[config.mk]
export PLATFORM = sky130hd
export DESIGN_NAME = bus_word_receiver
export DESIGN_NICKNAME = d
export VERILOG_FILES = /design/src/rtl/bus_word_receiver.sv
export SDC_FILE = /design/constraint.sdc
export NUM_CORES = 1
export LEC_CHECK = 0
export ABC_AREA = 1
export BUFFER_PORTS_ARGS = -buffer_cell sky130_fd_sc_hd__buf_2
export CORE_ASPECT_RATIO = 1.25
export CORE_MARGIN = 4
export CORE_UTILIZATION = 30
export CTS_CLUSTER_DIAMETER = 40
export DETAILED_ROUTE_END_ITERATION = 8
export GPL_ROUTABILITY_DRIVEN = 0
export PLACE_DENSITY = 0.52
export SLEW_MARGIN = 30
export SYNTH_ARGS = -nofsm -noshare
export SYNTH_HDL_FRONTEND = slang
export SYNTH_SLANG_ARGS = --single-unit
[constraint.sdc]
create_clock -name clk -period 2.4 [get_ports clk]
set_input_delay 0 -clock clk [delete_from_list [all_inputs] [get_ports clk]]
set_output_delay 0 -clock clk [all_outputs]
set_load 0.03 [all_outputs]
[src/rtl/bus_word_receiver.sv]
// Parallel-bus word receiver: LDAV synchroniser and glitch filter, LDAV/LRFD
// word handshake, and a show-ahead FIFO drained through a valid/ready stream.
module bus_word_receiver #(
   parameter int DATA_W     = 15,
   parameter int FILTER_LEN = 16,
   parameter int FIFO_DEPTH = 16,
   parameter int LVL_W      = 5
) (
   input  logic              clk,
   input  logic              rst,
   input  logic              bus_ldav,
   input  logic [DATA_W-1:0] bus_data,
   output logic              bus_lrfd,
   output logic [DATA_W-1:0] word_data,
   output logic              word_valid,
   input  logic              word_ready,
   output logic [LVL_W-1:0]  fifo_level,
   output logic [7:0]        glitch_cnt,
   output logic [1:0]        state_r
);

   localparam int PTR_W  = (FIFO_DEPTH > 1) ? $clog2(FIFO_DEPTH) : 1;
   localparam int FCNT_W = $clog2(FILTER_LEN + 1);
   localparam logic [LVL_W-1:0]  DEPTH_L = LVL_W'(FIFO_DEPTH);
   localparam logic [FCNT_W-1:0] FLAST   = FCNT_W'(FILTER_LEN - 1);

   typedef enum logic [1:0] {
      S_RELEASE = 2'd0,
      S_IDLE    = 2'd1,
      S_ACK     = 2'd2
   } state_t;

   logic              ldav_s1_q, ldav_s1_d, ldav_s2_q, ldav_s2_d;
   logic [DATA_W-1:0] data_s1_q, data_s1_d, data_s2_q, data_s2_d;
   logic              ldav_f_q, ldav_f_d;
   logic [FCNT_W-1:0] fcnt_q, fcnt_d;
   logic [7:0]        glitch_q, glitch_d;
   state_t            state_q, state_d;
   logic              lrfd_q, lrfd_d;
   logic [DATA_W-1:0] mem_q [FIFO_DEPTH];
   logic [DATA_W-1:0] mem_d [FIFO_DEPTH];
   logic [PTR_W-1:0]  wr_ptr_q, wr_ptr_d, rd_ptr_q, rd_ptr_d;
   logic [LVL_W-1:0]  level_q, level_d;
   logic              push, pop;

   always_comb begin
      ldav_s1_d = bus_ldav;
      ldav_s2_d = ldav_s1_q;
      data_s1_d = bus_data;
      data_s2_d = data_s1_q;
      ldav_f_d  = ldav_f_q;
      fcnt_d    = fcnt_q;
      glitch_d  = glitch_q;
      state_d   = state_q;
      lrfd_d    = 1'b0;
      mem_d     = mem_q;
      wr_ptr_d  = wr_ptr_q;
      rd_ptr_d  = rd_ptr_q;
      level_d   = level_q;

      // A departure from the filtered level that ends short of FILTER_LEN is a glitch.
      if (ldav_s2_q != ldav_f_q) begin
         if (fcnt_q == FLAST) begin
            ldav_f_d = ~ldav_f_q;
            fcnt_d   = '0;
         end else begin
            fcnt_d = fcnt_q + FCNT_W'(1);
         end
      end else begin
         fcnt_d = '0;
         if (fcnt_q != '0 && glitch_q != 8'hFF)
            glitch_d = glitch_q + 8'd1;
      end

      pop  = (level_q != '0) && word_ready;
      push = (state_q == S_IDLE) && ldav_f_q && (level_q != DEPTH_L);

      if (push) begin
         mem_d[wr_ptr_q] = data_s2_q;
         wr_ptr_d        = wr_ptr_q + PTR_W'(1);
      end
      if (pop)
         rd_ptr_d = rd_ptr_q + PTR_W'(1);
      unique case ({push, pop})
         2'b10:   level_d = level_q + LVL_W'(1);
         2'b01:   level_d = level_q - LVL_W'(1);
         default: level_d = level_q;
      endcase

      // LRFD is only offered while LDAV is filtered low and there is room.
      unique case (state_q)
         S_RELEASE: begin
            if (!ldav_f_q) begin
               state_d = S_IDLE;
               lrfd_d  = (level_d != DEPTH_L);
            end
         end
         S_IDLE: begin
            if (push) state_d = S_ACK;
            lrfd_d = (level_d != DEPTH_L) && !ldav_f_q;
         end
         S_ACK:   state_d = S_RELEASE;
         default: state_d = S_RELEASE;
      endcase
   end

   always_ff @(posedge clk) begin
      if (rst) begin
         ldav_s1_q <= 1'b1;
         ldav_s2_q <= 1'b1;
         ldav_f_q  <= 1'b1;
         fcnt_q    <= '0;
         glitch_q  <= '0;
         state_q   <= S_RELEASE;
         lrfd_q    <= 1'b0;
         wr_ptr_q  <= '0;
         rd_ptr_q  <= '0;
         level_q   <= '0;
      end else begin
         ldav_s1_q <= ldav_s1_d;
         ldav_s2_q <= ldav_s2_d;
         ldav_f_q  <= ldav_f_d;
         fcnt_q    <= fcnt_d;
         glitch_q  <= glitch_d;
         state_q   <= state_d;
         lrfd_q    <= lrfd_d;
         wr_ptr_q  <= wr_ptr_d;
         rd_ptr_q  <= rd_ptr_d;
         level_q   <= level_d;
      end
   end

   // Datapath storage needs no reset; contents are qualified by the level.
   always_ff @(posedge clk) begin
      data_s1_q <= data_s1_d;
      data_s2_q <= data_s2_d;
      mem_q     <= mem_d;
   end

   assign bus_lrfd   = lrfd_q;
   assign word_data  = mem_q[rd_ptr_q];
   assign word_valid = (level_q != '0);
   assign fifo_level = level_q;
   assign glitch_cnt = glitch_q;
   assign state_r    = state_q;

endmodule
Word level (Yosys, flattened, before mapping)
Cells that the tools add are included.
{"block": "classes", "addsub": 6, "n_mux": 12, "order_cmp": 3, "bitwise": 4, "n_reduce_logical": 14, "eq_ne": 10}
{"op": "$bwmux 240", "n": 1}
{"op": "$bmux 15 s4", "n": 1}
{"op": "$demux 15 s4", "n": 1}
{"op": "$mux 15", "n": 3}
{"op": "$add 5x1->5 const B", "n": 2}
{"op": "$ge 5x5->1 const B", "n": 2}
{"op": "$ne 5x5->1 const B", "n": 2}
{"op": "$not 4->5", "n": 2}
{"op": "$pmux 5 s2", "n": 1}
{"op": "$reduce_bool 5->1", "n": 2}
{"op": "$add 4x1->4 const B", "n": 2}
{"op": "$add 8x1->8 const B", "n": 1}
{"op": "$ne 8x8->1 const B", "n": 1}
{"op": "$logic_and 1x1->1", "n": 6}
{"op": "$reduce_and 2->1", "n": 3}
{"op": "$eq 5x4->1 const B", "n": 1}
{"op": "$lt 5x1->1 const B", "n": 1}
{"op": "$sub 5x1->5 const B", "n": 1}
{"op": "$eq 2x1->1 const B", "n": 2}
{"op": "$mux 2", "n": 2}
{"op": "$ne 2x2->1 const B", "n": 2}
{"op": "$pmux 2 s2", "n": 1}
{"op": "$reduce_or 3->1", "n": 1}
{"op": "$eq 2x2->1 const B", "n": 1}
{"op": "other kinds (6)", "n": 7}
{"block": "totals", "out_inout_bits": 32, "inputBits": 19, "word_cells": 77, "regBits": 302}

Longest topological paths before layout
{"block": "logic_depth", "depth_word": 8, "ltp_mapped": 17}

Worst setup path before layout
No wires, ideal clock.
{"block": "synth_path", "path_type": "register to register", "from": "register state_q[0], in the netlist state_r[0]", "to": "register mem_q[180] in the netlist's numbering, enable pin", "required_time_ns": 2.014, "path_slack_ns": 0.168, "setup_ns": 0.386, "t_arrival_ns": 1.846, "stages_incl_launch_ff": 8, "path_cell_list": "dfxtp_1 > nand2_1 > nor2_1 > nand2_4 > buf_8 > nor2_1 > nand2_1 > nor2_1"}
{"block": "synth_via", "elab_chain_cells": 3}
{"item": "start: declaration", "line": "38", "rtl": "state_t state_q, state_d;"}
{"item": "start signal: assignment", "line": "125", "rtl": "state_q <= state_d;"}
{"item": "$eq 2x1->1", "line": "76", "rtl": "push = (state_q == S_IDLE) && ldav_f_q && (level_q != DEPTH_L);"}
{"item": "$logic_and 1x1->1 (2 in series)", "line": "76"}
{"item": "end signal: assignment", "line": "137", "rtl": "mem_q <= mem_d;"}
{"item": "end: declaration", "line": "40", "rtl": "logic [DATA_W-1:0] mem_q [FIFO_DEPTH];"}
No other way between the ends.
A chain may end at the register's enable or synchronous reset.

Worst setup path after layout
{"block": "layout_path", "from": "register rd_ptr_q[0]", "to": "output port word_data[6]"}
{"block": "layout_via", "elab_chain_cells": 4}
{"item": "start: declaration", "line": "42", "rtl": "logic [PTR_W-1:0] wr_ptr_q, wr_ptr_d, rd_ptr_q, rd_ptr_d;"}
{"item": "start signal: assignment", "line": "128", "rtl": "rd_ptr_q <= rd_ptr_d;"}
{"item": "$not 4->5 (implied by the code)", "line": "141", "rtl": "assign word_data = mem_q[rd_ptr_q];"}
{"item": "$bmux 15 s4", "line": "141"}
{"item": "$mux 15 (implied by the code) (2 in series)", "line": "141"}
{"item": "end: declaration", "line": "14", "rtl": "output logic [DATA_W-1:0] word_data,"}
No other way between the ends. The select of a mux whose other input is x is not followed.

==> results.cfg <==
[finish]
fin_nets = 1032
drive_above_1_share_pct = 19.4
fin_area_um2 = 14200
area_delta_synth_final_pct = 23.6
diodes = 0
instances_no_fill = 1525
fin_util_pct = 37.8

[pwr]
p_sw_share_pct = 29.9
leakagePower_nw = 4.96
p_clk_share_pct = 42.7
p_switching_mw = 4.41
powerDensity_nw_per_um2 = 1040
combinationalPowerShare_pct = 18.0
seqPwrFrac_pct = 39.4
ir_drop_mv = 0.633
internal_power_mw = 10.3

[die]
initial_core_util_pct = 30.6
core_region_area_um2 = 37600
rows = 79
die_x_um = 183
die_h_um = 227
ios = 51
dieArea_um2 = 41500

[sta]
setup_viol_count_final = 0
skew_ns = 0.0230
timing.final.hold_violations = 0
finalSetupTns_ns = 0
rsz0062_at_grt = false
slew_headroom_pct = 62.7
worstMarginPinSlew_ns = 0.559
period_minus_slack_ns = 2.20
drv_slew = 0
fin_crit_sh_pct = 91.6
fmax_mhz = 455

[critical_path]
cp-start-kind = flop
cp.arrival_ns = 2.20
r2r_end = bus_lrfd
critPathKind = flop to output pin
r2r_slack_ns = 0.24
critical_path_required_ns = 2.40
critPathCaptureType = output pin
timing.rr.start = fifo_level[2]
crit_fanout = 60
rr_worst_depth = 15

[drt]
drt_iter0_markers = 493
drt-total-wl_mm = 28.4
ant_nets = 0
drc = 0
routed_via_density = 4.85
wl_per_cell_um = 18.6
via_count = 7401
firstDrtPassIters = 4

[yosys]
yosysTopAreaCell = edfxtp_1
ys_top_cells_by_count = edfxtp_1, nor2_1, o21ai_0, dfxtp_1, nand2_1
synthesis.area_um2 = 11500
synth_cell_types = 34
avgSynthCellArea_um2 = 12.7
ys_ff_latch = 302
netlist_instances = 904
synth_top_area_share_pct = 62.7
yosys-top-cells-area = edfxtp_1, dfxtp_1, o21ai_0
synth_edf_count = 240
synth_fp_nets = 934
synth_warnings = 0
yosysMostFrequentCell = edfxtp_1
ys_async_sr_fraction_pct = 0
seq_area_frac_synth_pct = 73.5
ys.flop_type = edfxtp_1

[clock_network]
cts_buffers = 45
clkSinkCount = 302
cts_max_level = 2
cts_tree = done
clock_path_buffers = 3
clk_pin_slew_ns = 0.06
cts_root_buf = clkbuf_16
cts_setup_buffers = 0
insertion_delay_ns = 0.54

[placed_design]
dp.final_hpwl_mm = 15.8
place_area_um2 = 12500
place_inst = 1422
numPortBuffers = 50

[flow_run]
drv_cap = 0

[grt]
grt_overflow = 0
grt_max_degree = 63
grt_pass1_vias = 7539
grt_util_all_layers_pct = 13.7
antenna_found_initial = 0
grt_first_pass_wirelength_mm = 44.2

[run_status]
status = finished, final reports clean

[min_path]
holdCritStartpoint = bus_data[13]
min_delay_path_depth = 2
hp-class = input port to flop
holdPathEnd = data_s1_q[13]
-- power groups by stage --
stage / clock (mW) / combinational, mW / sequential [mW]
2_1_floorplan: 0 / 1.77 / 5.89
3_3_place_gp: 0 / 2.65 / 5.91
3_5_place_dp: 0 / 2.66 / 5.92
4_1_cts: 6.44 / 2.69 / 5.81
5_1_grt: 6.70 / 2.95 / 5.82
6_report: 6.29 / 2.65 / 5.81
-- cells by family after synthesis --
family	share of synthesized area (%)
buf+inv	3.04
fa+ha+maj	1.20
xor+xnor	0.381
compound gates	11.8
simple gates	10.1
flops	73.5
-- layout by cell type (no fill, tap or decap), drive strengths merged, types with 2 or more instances in the layout --
cell type and instances:
nand2 63, clkbuf 55, o211ai 15, dlygate4sd3 19, nor2 166, a21oi 16
clkinvlp 5, ha 11, o221ai 45, o31ai 2, or2 2, o22ai 15
buf 85, xor2 4, dfxtp 62, o21ai 129, edfxtp 240, nor3b 2
nand3b 2, clkinv 11, nand3 36, inv 48
-- cell type report --
class                           instances  area, µm²
Inverter                               36        139
Timing Repair Buffer                  104        791
Tap cell                              486        608
Clock buffer                           55       1220
Clock inverter                         29        262
Fill cell                            3593      23400
Multi-Input combinational cell        513       2740
Sequential cell                       302       8450
-- through the flow --
stage               hold WS [ns]  worst slack, ns  total power [mW]
floorplan                 0.0277            0.168              7.66
global placement           0.104            0.312              8.56
detailed placement         0.104            0.260              8.58
CTS                       0.0738            0.101              14.9
global route               0.106          0.00274              15.5
finish                    0.0997            0.200              14.7
-- registers in the layout, indices dropped and copies added (netlist names) --
register,flops
bus_lrfd,1
rd_ptr_q,4
fcnt_q,5
fifo_level,5
data_s2_q,15
data_s1_q,15
state_r,2
ldav_f_q,1
mem_q,240
glitch_cnt,8
ldav_s1_q,1
ldav_s2_q,1
wr_ptr_q,4
-- worst max path at each step --
stage | start | to | slack [ns]
2_1_floorplan | state_r[0] | mem_q[180] | 0.17
3_3_place_gp | fifo_level[2] | bus_lrfd | 0.31
3_5_place_dp | fifo_level[2] | bus_lrfd | 0.26
4_1_cts | rd_ptr_q[0] | word_data[6] | 0.10
5_1_grt | fifo_level[2] | bus_lrfd | 0.003
6_report | rd_ptr_q[0] | word_data[6] | 0.20
-- layer usage --
| metal | global-route usage, % | wire [µm] | up-vias |
|---|---|---|---|
| met5 | 0 | 0 | - |
| met4 | 4.16 | 581 | 0 |
| met3 | 2.68 | 1360 | 49 |
| met2 | 22.2 | 13400 | 164 |
| met1 | 18.8 | 13000 | 3663 |
| li1 | - | - | 3525 |
-- critical path, cell delays in order (launching register included) --
cell and delay [ns]:
dfxtp_4 0.40, buf_12 0.24, o21ai_0 0.14, o221ai_1 0.22
o211ai_1 0.16, nand2_1 0.20, buf_2 0.23
-- timing repair --
item                                   in CTS  in global routing
endpoints found under the hold margin      34                  0
hold buffers                               19                  0
resized for setup                           0                  0
No activity file was read; power rests on OpenSTA's default activity.
